`src/rtl/bf_mac_pkg.sv`:
```
// Shared types and constants for the bf16 MAC operand feeder.
package bf_mac_pkg;

  typedef enum logic [2:0] {
    ST_IDLE   = 3'd0,
    ST_CLEAR  = 3'd1,
    ST_STREAM = 3'd2,
    ST_SETTLE = 3'd3,
    ST_DONE   = 3'd4
  } state_t;

  localparam int DATA_W_DEF    = 16;
  localparam int SETTLE_CYCLES = 2;

  localparam logic [15:0] BF16_ONE = 16'h3F80;
  localparam logic [15:0] BF16_TWO = 16'h4000;

endpackage

```
`src/rtl/bf_mac_feeder.sv`:
```
// Sequencer that clears the bf16 MAC, streams operand pairs into it, waits for the
// accumulator to settle and hands the captured result to a valid/ready consumer.
module bf_mac_feeder
  import bf_mac_pkg::*;
#(
  parameter int LEN_W  = 8,
  parameter int DATA_W = DATA_W_DEF
) (
  input  logic              clk,
  input  logic              rst_n,
  input  logic              start,
  input  logic [LEN_W-1:0]  len,
  input  logic              abort,
  output logic              busy,
  input  logic [DATA_W-1:0] op_a,
  input  logic [DATA_W-1:0] op_b,
  input  logic              op_valid,
  output logic              op_ready,
  output logic [DATA_W-1:0] mac_in_1,
  output logic [DATA_W-1:0] mac_in_2,
  output logic              mac_en,
  output logic              mac_clr,
  input  logic [DATA_W-1:0] mac_acc,
  output logic [DATA_W-1:0] result,
  output logic              result_valid,
  input  logic              result_ready,
  output logic [2:0]        dbg_state
);

  localparam logic [1:0] SETTLE_LAST = 2'(SETTLE_CYCLES - 1);

  // Handshakes: a transfer happens on a rising edge where valid & ready are both
  // high. op_ready is combinational on state only; result_valid holds until taken.
  state_t             state_q;
  logic [LEN_W-1:0]   rem_q;
  logic [1:0]         settle_q;
  logic [DATA_W-1:0]  in1_q;
  logic [DATA_W-1:0]  in2_q;
  logic [DATA_W-1:0]  result_q;
  logic               en_q;
  logic               clr_q;
  logic               rv_q;
  logic               op_hs;

  assign op_ready     = (state_q == ST_STREAM);
  assign op_hs        = op_ready & op_valid;
  assign busy         = (state_q != ST_IDLE);
  assign mac_in_1     = in1_q;
  assign mac_in_2     = in2_q;
  assign mac_en       = en_q;
  assign mac_clr      = clr_q;
  assign result       = result_q;
  assign result_valid = rv_q;
  assign dbg_state    = state_q;

  always_ff @(posedge clk or negedge rst_n) begin
    if (!rst_n) begin
      state_q  <= ST_IDLE;
      rem_q    <= '0;
      settle_q <= '0;
      in1_q    <= '0;
      in2_q    <= '0;
      result_q <= '0;
      en_q     <= 1'b0;
      clr_q    <= 1'b1;  // MAC is held cleared for the whole reset
      rv_q     <= 1'b0;
    end else begin
      en_q  <= 1'b0;
      clr_q <= 1'b0;
      if (abort && state_q != ST_IDLE) begin
        // A pair accepted on this edge is dropped; the MAC is wiped instead.
        state_q <= ST_IDLE;
        rv_q    <= 1'b0;
        clr_q   <= 1'b1;
      end else begin
        case (state_q)
          ST_IDLE: begin
            if (start) begin
              rem_q   <= len;
              clr_q   <= 1'b1;
              state_q <= ST_CLEAR;
            end
          end
          ST_CLEAR: begin
            settle_q <= '0;
            state_q  <= (rem_q == '0) ? ST_SETTLE : ST_STREAM;
          end
          ST_STREAM: begin
            if (op_hs) begin
              in1_q <= op_a;
              in2_q <= op_b;
              en_q  <= 1'b1;
              rem_q <= rem_q - LEN_W'(1);
              if (rem_q == LEN_W'(1)) begin
                settle_q <= '0;
                state_q  <= ST_SETTLE;
              end
            end
          end
          ST_SETTLE: begin
            if (settle_q == SETTLE_LAST) begin
              result_q <= mac_acc;
              rv_q     <= 1'b1;
              state_q  <= ST_DONE;
            end else begin
              settle_q <= settle_q + 2'd1;
            end
          end
          ST_DONE: begin
            if (result_ready) begin
              rv_q    <= 1'b0;
              state_q <= ST_IDLE;
            end
          end
          default: state_q <= ST_IDLE;
        endcase
      end
    end
  end

endmodule

```
`config.mk`:
```
export PLATFORM = sky130hd
export DESIGN_NAME = bf_mac_feeder
export DESIGN_NICKNAME = d
export VERILOG_FILES = /design/src/rtl/bf_mac_pkg.sv /design/src/rtl/bf_mac_feeder.sv
export SDC_FILE = /design/constraint.sdc
export NUM_CORES = 1
export LEC_CHECK = 0
export ABC_AREA = 1
export ABC_CLOCK_PERIOD_IN_PS = 2330
export CAP_MARGIN = 30
export CORE_MARGIN = 1.5
export CORE_UTILIZATION = 25
export CTS_CLUSTER_SIZE = 28
export DETAILED_ROUTE_END_ITERATION = 8
export PLACE_DENSITY = 0.53
export SLEW_MARGIN = 15
export SYNTH_ARGS = -nofsm -noshare
export SYNTH_HDL_FRONTEND = slang
export SYNTH_SLANG_ARGS = --single-unit
```
`constraint.sdc`:
```
create_clock -name clk -period 2.33 [get_ports clk]
set_clock_uncertainty 0.2 [all_clocks]
set_input_delay 0.3495 -clock clk [delete_from_list [all_inputs] [get_ports clk]]
set_output_delay 0.3495 -clock clk [all_outputs]
set_load 0.01 [all_outputs]
```
# Word level (Yosys, flattened, before mapping)
# Cells that the tools add are included.
[word_totals]
ff_bits = 64
input_bits = 62
out_inout_bits = 56
word_cells = 66
[classes]
n_addsub = 2
eq_ne = 15
mux = 25
n_bitwise = 2
n_reduce_logical = 13
[op_table]
columns = ["operator", "count"]
rows = [
  ["$mux W3", 6],
  ["$mux W8", 2],
  ["$pmux W8 S2", 1],
  ["$pmux W3 S5", 1],
  ["$mux W1", 10],
  ["$reduce_and A5 Y1", 2],
  ["$ne A3 B3 Y1 const B", 3],
  ["$reduce_and A3 Y1", 3],
  ["$reduce_bool A3 Y1", 3],
  ["$eq A8 B1 Y1 const B", 1],
  ["$logic_not A8 Y1", 1],
  ["$sub A8 B1 Y8 const B", 1],
  ["$eq A3 B2 Y1 const B", 2],
  ["$mux W2", 3],
  ["$ne A3 B1 Y1 const B", 2],
  ["$pmux W2 S3", 1],
  ["$ne A2 B1 Y1 const B", 2],
  ["$ne A2 B2 Y1 const B", 2],
  ["$reduce_and A4 Y1", 1],
  ["$eq A3 B1 Y1 const B", 1],
  ["$eq A3 B3 Y1 const B", 1],
  ["$logic_not A3 Y1", 1],
  ["$add A2 B1 Y2 const B", 1],
  ["$eq A2 B1 Y1 const B", 1],
  ["5 further kinds", 5],
]

# Logic depth before layout (Yosys ltp)
[logic_depth]
depth_word = 5
depth_mapped = 9
mapped_depth_nobuf = 9

# Worst setup path before layout
# Ideal clock, no wire load.
[synth_timing]
path_kind = "flip-flop to flip-flop"
from = "register state_q[0], in the netlist dbg_state[0]"
to = "register rem_q[2]"
setup_ps = 123
t_arrival_ps = 1229
setup_slack_ps = 778
path_stages_with_launch = 7
n_path_buf = 0
period_less_slack_ps = 1552
cell_sequence = "dfrtp_1 > nor2_4 > nand2_2 > nand2_4 > nand3_1 > o21ai_0 > nand2_1"
[synth_between]
elab_chain_cells = 4
elab_cells_between_ends = 11
classes_between = "3 x eq/ne; 1 x mux; 2 x bitwise; 5 x reduce/logical"
[synth_lines]
columns = ["element", "line", "source"]
rows = [
  ["start, declared", "bf_mac_feeder.sv:34", "state_t state_q;"],
  ["start signal, assigned", "bf_mac_feeder.sv:86", "state_q <= (rem_q == '0) ? ST_SETTLE : ST_STREAM;"],
  ["$reduce_bool A3 Y1", "n/a", ""],
  ["via busy", "bf_mac_feeder.sv:14", "output logic busy,"],
  ["$logic_and A1 B1 Y1", "bf_mac_feeder.sv:70", "if (abort && state_q != ST_IDLE) begin"],
  ["$not A1 Y1 (no source line)", "n/a", ""],
  ["$reduce_and A4 Y1 (no source line)", "n/a", ""],
  ["end signal, assigned", "bf_mac_feeder.sv:79", "rem_q <= len;"],
  ["end signal, assigned", "bf_mac_feeder.sv:93", "rem_q <= rem_q - LEN_W'(1);"],
  ["end, declared", "bf_mac_feeder.sv:35", "logic [LEN_W-1:0] rem_q;"],
]
# The timed path passes the listed nets, and every way through them passes these cells.
# A chain may end at the register's enable or synchronous reset.

# Final worst setup path
[layout_timing]
from = "register state_q[2], in the netlist dbg_state[2]"
to = "output port op_ready"
[layout_between]
elab_chain_cells = 1
[layout_lines]
columns = ["element", "line", "source"]
rows = [
  ["$eq A3 B2 Y1", "bf_mac_feeder.sv:45", "assign op_ready = (state_q == ST_STREAM);"],
  ["end, declared", "bf_mac_feeder.sv:18", "output logic op_ready,"],
]
# Every way passes these cells.

==> results.tsv <==
metric	value	unit
seqPwrFrac	0.331	
async_flop_share	1.00	
arrival	1.67	ns
crit_type	reg -> out	
power.density	1270	nW/µm²
worst_pin_slew	0.359	ns
synth.most_common_cell	nand2_1	
critPathMaxFanout	6	
grt_usage	0.132	
drt_first_iter_violations	116	
cap_viol_max_count	0	
drive_gt1_frac	0.0722	
hold_path_class	reg -> reg	
end_kind	output pin	
cts_buffers	9	
status	completed	
grt_max_degree	65	
grt_pass1_wl	13200	µm
io_buffers	117	
layout.area.seq	1600	µm²
cts_tree	done	
grt_pass1_vias	2669	
seq_area_frac_synth	0.549	
syn2layout_area_growth	57.0	%
ys_top_cells_by_area	dfrtp_1, nand2_1, inv_1, o21ai_1, nand3_1	
start_util	0.256	
comb_power_share	0.399	
hold_viol_final	0	
setup_violations	0	
report.final.slew_viol_count	0	
p_int	0.00388	W
fin_setup_tns	0	ns
postSynthAreaPerCell	8.18	µm²
syn_inst	357	
place_congestion	0.807	
syn-cell-area	2920	µm²
post-cts-setup-buffer-count	0	
via_count	2635	
ir_drop	398	µV
overflow	0	
required	1.78	ns
min_period	2.22	ns
antenna_found_initial	0	
multi_input_area	1080	µm²
core	11400	µm²
ys_types	25	
rows	39	
fin_util	0.401	
syn-num-nets	423	
viasPerCell	4.20	
leakagePower	2.24	nW
place_hpwl	5290	µm
route.detailed.drc	0	
wl	7620	µm
synth_seq_cells	64	
synth_warnings	0	
clkLatencyLatePin	0.32	ns
final.fill_count	1203	
synth_top_cell_by_area	dfrtp_1	
die_w	111	µm
htreeDepth	3	
fp.dieArea	12300	µm²
drt_pass1_iterations	4	
power.clock.fraction	0.271	
min_period_over_period	0.952	
clock_path_buffers	2	
cts-root-buf	clkbuf_16	
nNetsFinal	546	
startpoint_type	flop	
cts.sinks	64	
die_y	111	µm
synth_edf_count	0	
synth_ff_type	dfrtp_1	
synth_top_area_frac	0.540	
synthTopCellsByCount	nand2_1, dfrtp_1, inv_1, o21ai_1, nand3_1	
final_antenna_net_count	0	
wl_per_cell	12.1	µm
diodes	0	
p_sw	0.00192	W
timing.fmax	451	MHz
p_sw_frac	0.331	
clk_pin_slew	0.06	ns
relSlewSlack	0.761	
ios	118	
rsz0062_at_grt	false	
## cell usage in the layout, fill, tap and decap left out, types with 7 or more instances in the layout
cell type,n
nand2_1,164
clkdlybuf4s50_1,116
dfrtp_1,63
inv_1,34
o21ai_1,19
nand3_1,16
nor2_1,14
clkbuf_16,9
o21ai_0,7
## final cells by class
cell class | count | share of cell area
Clock buffer | 11 | 0.0529
Clock inverter | 5 | 0.0227
Inverter | 38 | 0.0317
Multi-Input combinational cell | 244 | 0.237
Sequential cell | 64 | 0.350
Tap cell | 143 | 0.0390
Timing Repair Buffer | 123 | 0.267
## cell families (layout without fill, tap and decap cells)
group                      Yosys count  count (layout)  synth area share
and+or+nand+nor                    209             209             0.300
DFF                                 64              64             0.549
adders and majority gates            4               4            0.0171
buffers and inverters               49             177            0.0797
AOI/OAI and AO/OA                   30              30            0.0514
xor gates and xnor gates             1               1           0.00300
## critical path, stage by stage, from the launching register on
cell	delay, ns
dfrtp_1	0.46
inv_2	0.12
nand3_2	0.09
inv_2	0.12
clkdlybuf4s50_1	0.55
## layer usage
metal | wire [µm] | share of wire | track usage | vias to the layer above
li1 | - | - | - | 1341
met1 | 3490 | 0.46 | 0.168 | 1230
met2 | 3580 | 0.47 | 0.209 | 60
met3 | 513 | 0.067 | 0.0498 | 4
met4 | 40 | 0.0053 | 0.0354 | 0
met5 | 0 | 0 | 0 | -
## per-stage QoR
stage | instances | total power [W] | cell area [µm²] | hold WS [ns] | setup WS [ns]
2_1_floorplan | 357 | 0.00304 | 2920 | -0.146 | 0.778
3_3_place_gp | 611 | 0.00425 | 4230 | 0.198 | 0.403
3_5_place_dp | 611 | 0.00427 | 4230 | 0.199 | 0.390
4_1_cts | 628 | 0.00590 | 4580 | 0.280 | 0.0931
5_1_grt | 628 | 0.00624 | 4580 | 0.300 | 0.0156
6_report | 628 | 0.00580 | 4580 | 0.276 | 0.111
## path summary, 6_finish.rpt
| kind | start | to | slack (ns) | cells past startpoint |
|---|---|---|---|---|
| setup / recovery | dbg_state[2] | op_ready | 0.11 | 4 |
| hold / removal | mac_in_1[12] | mac_in_1[12] | 0.28 | 2 |
| setup reg to reg | dbg_state[2] | rem_q[2] | 0.59 | 7 |
| hold reg to reg | mac_in_1[12] | mac_in_1[12] | 0.28 | 2 |
| max in group asynchronous | rst_n | mac_clr | 1.23 | 3 |
| min in group asynchronous | rst_n | rem_q[6] | 0.38 | 3 |
## power by group through the flow
stage / clock network (W) / registers, W / logic [W]
6_report: 0.00157 / 0.00192 / 0.00231
3_3_place_gp: 0 / 0.00192 / 0.00233
5_1_grt: 0.00168 / 0.00198 / 0.00258
3_5_place_dp: 0 / 0.00192 / 0.00235
2_1_floorplan: 0 / 0.00209 / 0.000946
4_1_cts: 0.00162 / 0.00192 / 0.00236
## state kept, by name (all words and copies together), names as in the netlist
name          cells
settle_q          2
dbg_state         3
result           16
mac_clr           1
result_valid      1
mac_en            1
mac_in_1         16
rem_q             8
mac_in_2         16
## what timing repair did
action,4_1_cts,5_1_grt
endpoints found under the hold margin,63,0
gates resized for setup,0,0
hold buffers,1,0
No activity file was read; power rests on OpenSTA's default activity.
